`config.mk`:
```
export PLATFORM = sky130hd
export DESIGN_NAME = pipeline_stall_ctrl
export DESIGN_NICKNAME = d
export VERILOG_FILES = /design/src/rtl/pipeline_stall_ctrl.sv
export SDC_FILE = /design/constraint.sdc
export NUM_CORES = 1
export LEC_CHECK = 0
export CAP_MARGIN = 40
export CORE_UTILIZATION = 36
export DETAILED_ROUTE_END_ITERATION = 6
export PLACE_DENSITY = 0.75
export SYNTH_ARGS = -nofsm -noshare
export SYNTH_HDL_FRONTEND = slang
export SYNTH_SLANG_ARGS = --single-unit
```
`constraint.sdc`:
```
create_clock -name clk -period 1.55 [get_ports clk]
set_clock_uncertainty 0.15 [all_clocks]
set_input_delay 0.2325 -clock clk [delete_from_list [all_inputs] [get_ports clk]]
set_output_delay 0.2325 -clock clk [all_outputs]
set_load 0.05 [all_outputs]
```
`src/rtl/pipeline_stall_ctrl.sv`:
```
// pipeline_stall_ctrl: resolves hazard stalls, memory freezes and branch
// flushes into per-stage enable/flush/bubble controls for a 5-stage pipeline.
// Control outputs are combinational from the registered state and current
// inputs; state, consecutive counters, sticky flags and perf counters are
// registered.
// Optional build macro: STALL_PERF_CNT_EN adds the saturating stall/flush
// cycle counters; without it stall_cnt and flush_cnt are tied to zero.
module pipeline_stall_ctrl #(
    parameter int unsigned CNT_W       = 16,
    parameter int unsigned MAX_STALL   = 4,
    parameter int unsigned MEM_TIMEOUT = 64
) (
    input  logic             clk,
    input  logic             rst,
    input  logic             hazard_req,
    input  logic             flush_req,
    input  logic             dmem_req,
    input  logic             dmem_ready,
    input  logic             clear_flags,
    output logic             pc_enable,
    output logic             if_id_enable,
    output logic             if_id_flush,
    output logic             id_ex_enable,
    output logic             id_ex_bubble,
    output logic             ex_mem_enable,
    output logic             mem_wb_enable,
    output logic [1:0]       ctrl_state,
    output logic             stall_overflow,
    output logic             mem_timeout,
    output logic [CNT_W-1:0] stall_cnt,
    output logic [CNT_W-1:0] flush_cnt
);

    typedef enum logic [1:0] {
        ST_RUN        = 2'd0,
        ST_STALL      = 2'd1,
        ST_MEM_WAIT   = 2'd2,
        ST_FLUSH_PEND = 2'd3
    } state_e;

    // hz counter must be able to hold MAX_STALL+1 to detect "exceeded"
    localparam int unsigned HZ_W = $clog2(MAX_STALL + 2);
    localparam int unsigned WT_W = $clog2(MEM_TIMEOUT + 1);
    localparam logic [HZ_W-1:0] HZ_MAX = HZ_W'(MAX_STALL);
    localparam logic [HZ_W-1:0] HZ_SAT = HZ_W'(MAX_STALL + 1);
    localparam logic [WT_W-1:0] WT_SAT = WT_W'(MEM_TIMEOUT);

    state_e          state_q, state_d;
    logic [HZ_W-1:0] hz_cnt_q, hz_cnt_d, hz_inc;
    logic [WT_W-1:0] wait_cnt_q, wait_cnt_d, wait_inc;
    logic            stall_ovf_q, stall_ovf_d;
    logic            mem_to_q, mem_to_d;
    logic            mem_busy;
    logic            flush_now;

    // Saturating increments of the consecutive-event counters
    always_comb begin
        hz_inc   = (hz_cnt_q == HZ_SAT) ? hz_cnt_q : hz_cnt_q + HZ_W'(1);
        wait_inc = (wait_cnt_q == WT_SAT) ? wait_cnt_q : wait_cnt_q + WT_W'(1);
    end

    // Priority resolution: memory freeze > flush (new or deferred) > hazard > run
    always_comb begin
        state_d       = ST_RUN;
        hz_cnt_d      = '0;
        wait_cnt_d    = '0;
        stall_ovf_d   = stall_ovf_q;
        mem_to_d      = mem_to_q;
        pc_enable     = 1'b1;
        if_id_enable  = 1'b1;
        if_id_flush   = 1'b0;
        id_ex_enable  = 1'b1;
        id_ex_bubble  = 1'b0;
        ex_mem_enable = 1'b1;
        mem_wb_enable = 1'b1;

        mem_busy  = dmem_req & ~dmem_ready;
        flush_now = flush_req | (state_q == ST_FLUSH_PEND);

        if (mem_busy) begin
            pc_enable     = 1'b0;
            if_id_enable  = 1'b0;
            id_ex_enable  = 1'b0;
            ex_mem_enable = 1'b0;
            mem_wb_enable = 1'b0;
            state_d       = flush_now ? ST_FLUSH_PEND : ST_MEM_WAIT;
            wait_cnt_d    = wait_inc;
            hz_cnt_d      = hazard_req ? hz_cnt_q : '0;
            if (wait_inc == WT_SAT) begin
                mem_to_d = 1'b1;
            end
        end else if (flush_now) begin
            // squash IF/ID and ID/EX; any pending hazard belongs to a squashed op
            if_id_flush  = 1'b1;
            id_ex_bubble = 1'b1;
            state_d      = ST_RUN;
        end else if (hazard_req) begin
            pc_enable    = 1'b0;
            if_id_enable = 1'b0;
            id_ex_bubble = 1'b1;
            state_d      = ST_STALL;
            hz_cnt_d     = hz_inc;
            if (hz_inc > HZ_MAX) begin
                stall_ovf_d = 1'b1;
            end
        end

        if (clear_flags) begin
            stall_ovf_d = 1'b0;
            mem_to_d    = 1'b0;
        end

        // reset forces every stage closed with flush/bubble asserted
        if (rst) begin
            pc_enable     = 1'b0;
            if_id_enable  = 1'b0;
            if_id_flush   = 1'b1;
            id_ex_enable  = 1'b0;
            id_ex_bubble  = 1'b1;
            ex_mem_enable = 1'b0;
            mem_wb_enable = 1'b0;
        end
    end

    // State, consecutive counters and sticky flags
    always_ff @(posedge clk or posedge rst) begin
        if (rst) begin
            state_q     <= ST_RUN;
            hz_cnt_q    <= '0;
            wait_cnt_q  <= '0;
            stall_ovf_q <= 1'b0;
            mem_to_q    <= 1'b0;
        end else begin
            state_q     <= state_d;
            hz_cnt_q    <= hz_cnt_d;
            wait_cnt_q  <= wait_cnt_d;
            stall_ovf_q <= stall_ovf_d;
            mem_to_q    <= mem_to_d;
        end
    end

    assign ctrl_state     = state_q;
    assign stall_overflow = stall_ovf_q;
    assign mem_timeout    = mem_to_q;

`ifdef STALL_PERF_CNT_EN
    localparam logic [CNT_W-1:0] CNT_MAX = '1;

    logic [CNT_W-1:0] stall_cnt_q, stall_cnt_d;
    logic [CNT_W-1:0] flush_cnt_q, flush_cnt_d;

    // Saturating perf counters; a clear request overrides same-cycle events
    always_comb begin
        stall_cnt_d = stall_cnt_q;
        flush_cnt_d = flush_cnt_q;
        if (clear_flags) begin
            stall_cnt_d = '0;
            flush_cnt_d = '0;
        end else begin
            if (!pc_enable && (stall_cnt_q != CNT_MAX)) begin
                stall_cnt_d = stall_cnt_q + CNT_W'(1);
            end
            if (if_id_flush && (flush_cnt_q != CNT_MAX)) begin
                flush_cnt_d = flush_cnt_q + CNT_W'(1);
            end
        end
    end

    // Perf counter registers
    always_ff @(posedge clk or posedge rst) begin
        if (rst) begin
            stall_cnt_q <= '0;
            flush_cnt_q <= '0;
        end else begin
            stall_cnt_q <= stall_cnt_d;
            flush_cnt_q <= flush_cnt_d;
        end
    end

    assign stall_cnt = stall_cnt_q;
    assign flush_cnt = flush_cnt_q;
`else
    assign stall_cnt = '0;
    assign flush_cnt = '0;
`endif

endmodule

```
==> impl_metrics.toml <==
[power_and_ir_drop]
finalPower_uw = 1088
irDropWorstVdd_mv = 0.4594
power_leakage_uw = 0.0007406
powerDensity_nw_per_um2 = 730.3

[synth]
syn_area_per_cell_um2 = 9.085
synth_seq_cells = 14
ys_types = 31
synth_warnings = 0
async_flop_share = 1.000
seq_area_frac_synth = 0.3353
synth_enable_flop_cells = 0
netlist_area_um2 = 1045
ys.flop_type = "dfrtp_1"
syn_inst = 115

[grt]
grt_max_degree = 15
antenna_found_initial = 0
grt_pass1_wl_um = 3622
gr-total-overflow = 0
grt_pass1_vias = 831
grt_usage = 0.1521

[die]
initial_utilization = 0.3789
fp.coreArea_um2 = 2758
dieWidth_um = 55.87
pin_count = 50
dieArea_um2 = 3121
placementRows = 19
dieHeight_um = 55.87

[detailed_routing]
routed_wl_um = 2180
wl_per_cell_um = 12.04
num_vias = 823
first_iter_violations = 18
first_pass_iters = 4
via_per_inst = 4.547
drcViolationCount = 0
ant_nets = 0

[final_layout]
drive_above_1_share = 0.3667
num_antenna_cells = 0
nets = 163
area_delta_synth_final_pct = 42.63
final_common_cell = "conb_1"
final.fill_count = 258
final_cell_mix = "32 x conb_1, 16 x buf_4, 12 x dfrtp_1"
postLayoutCoreUtil = 0.5404

[run_status]
violations = "negative setup slack"
status = "complete, but fails checks"

[place]
portBuffers = 17
gp_congestion = 0.7763
pre_cts_slack_ps = -277.4
dp_hpwl_um = 1672

[clock_network]
hold_buffers = 0
h-tree-depth = 1
cts.sinks = 14
clkTransAtPathRegs_ps = 90
cts_tree = "yes"
cts_buffers = 3
clk_path_buf_depth = 2
cts_root_buf = "clkbuf_4"
clock_latency_ps = 290

[worst_setup_path]
cp_max_fo = 4
cp.arrival_ps = 1390
crit_type = "reg2out"
critPathRequiredTime_ps = 1170
r2r_cells = 6
rrSetupSlack_ps = -160
worstSetupStartpointType = "flip-flop"
end_kind = "output pin"

[timing]
fin_setup_tns_ps = -937.0
period_share = 1.142
fin_ws_ps = -219.3
rsz0062_at_grt = "yes"
fin_crit_ps = 1769
setup_viol = 6
fmax_mhz = 565.2
hold_viol_final = 0
finalMaxSlewViolations = 0

[hold_path]
hold_class = "in2async"

[flow_run]
cap_violations = 0
==> report_power, final <==
part / switching [uW] / internal (uW) / total [uW]
clock network: 124 / 143 / 267
logic: 306 / 131 / 437
registers: 9.93 / 374 / 384
total: 440 / 648 / 1090
==> worst max-delay path: stages, from the launching register on <==
cell and delay [ps]:
dfrtp_2 390, a21oi_4 80, buf_6 120, a211oi_4 310, buf_12 180
==> final timing paths <==
check,end,from
min in group clk,ctrl_state[1],dmem_ready
max reg2reg,mem_timeout,wait_cnt_q[1]
min,hz_cnt_q[2],rst
min reg2reg,mem_timeout,mem_timeout
max,if_id_enable,ctrl_state[1]
max in group asynchronous,ctrl_state[1],rst
==> stage by stage <==
step | cells | instance area [um^2] | hold WS, ps
after global routing | 181 | 1490 | 91.02
final | 181 | 1490 | 72.80
after CTS | 181 | 1485 | 74.83
after detailed placement | 171 | 1356 | 380.7
after global placement | 171 | 1356 | 387.7
after floorplan | 146 | 1211 | 1.941
==> timing repair <==
item                                    CTS  global route
pin swaps                                 4             0
endpoints found under the setup margin   10             9
resized for setup                        18             2
buffers inserted                          6             0
gates cloned                              0             0
==> layer usage <==
metal	share of wire	track usage	vias up
met4	0.022	0.1080	0
met3	0.058	0.03953	5
met2	0.56	0.2788	36
met5	0	0	-
li1	-	-	387
met1	0.36	0.1460	395
==> Yosys cell counts (all sizes together), types with 3 or more instances <==
| cell | count | area share |
|---|---|---|
| nand2 | 3 | 0.011 |
| inv | 7 | 0.025 |
| o21a | 3 | 0.022 |
| buf | 36 | 0.26 |
| and2 | 3 | 0.019 |
| o21ai | 5 | 0.024 |
| ha | 5 | 0.060 |
| nor3 | 5 | 0.024 |
| nand3 | 6 | 0.029 |
| a21oi | 3 | 0.014 |
| nor2 | 5 | 0.018 |
| dfrtp | 14 | 0.34 |
| xor2 | 4 | 0.034 |
==> logic make-up (layout without fill, tap and decap cells) <==
group / Yosys count / count (layout) / share of synthesized area
compound gates: 18 / 18 / 0.1210
xor+xnor: 4 / 4 / 0.03353
fa+ha+maj: 5 / 5 / 0.05988
buf+inv: 43 / 47 / 0.2814
flops: 14 / 14 / 0.3353
mux: 1 / 1 / 0.009581
other cells: 1 / 32 / 0.003589
simple gates: 29 / 29 / 0.1557
==> state kept, by name, summed over array words and instances, names as in the netlist <==
name            count
wait_cnt_q          7
hz_cnt_q            3
ctrl_state          2
mem_timeout         1
stall_overflow      1
==> layout make-up <==
cell class	count	area, um^2	share of cell area
clock buffers	4	36.28	0.02435
flip-flops and latches	14	352.8	0.2368
repair buffers	36	429.2	0.2880
inverters	7	33.78	0.02267
well taps	31	38.79	0.02603
multi-input cells	89	599.3	0.4022
No activity file was read; power rests on OpenSTA's default activity.
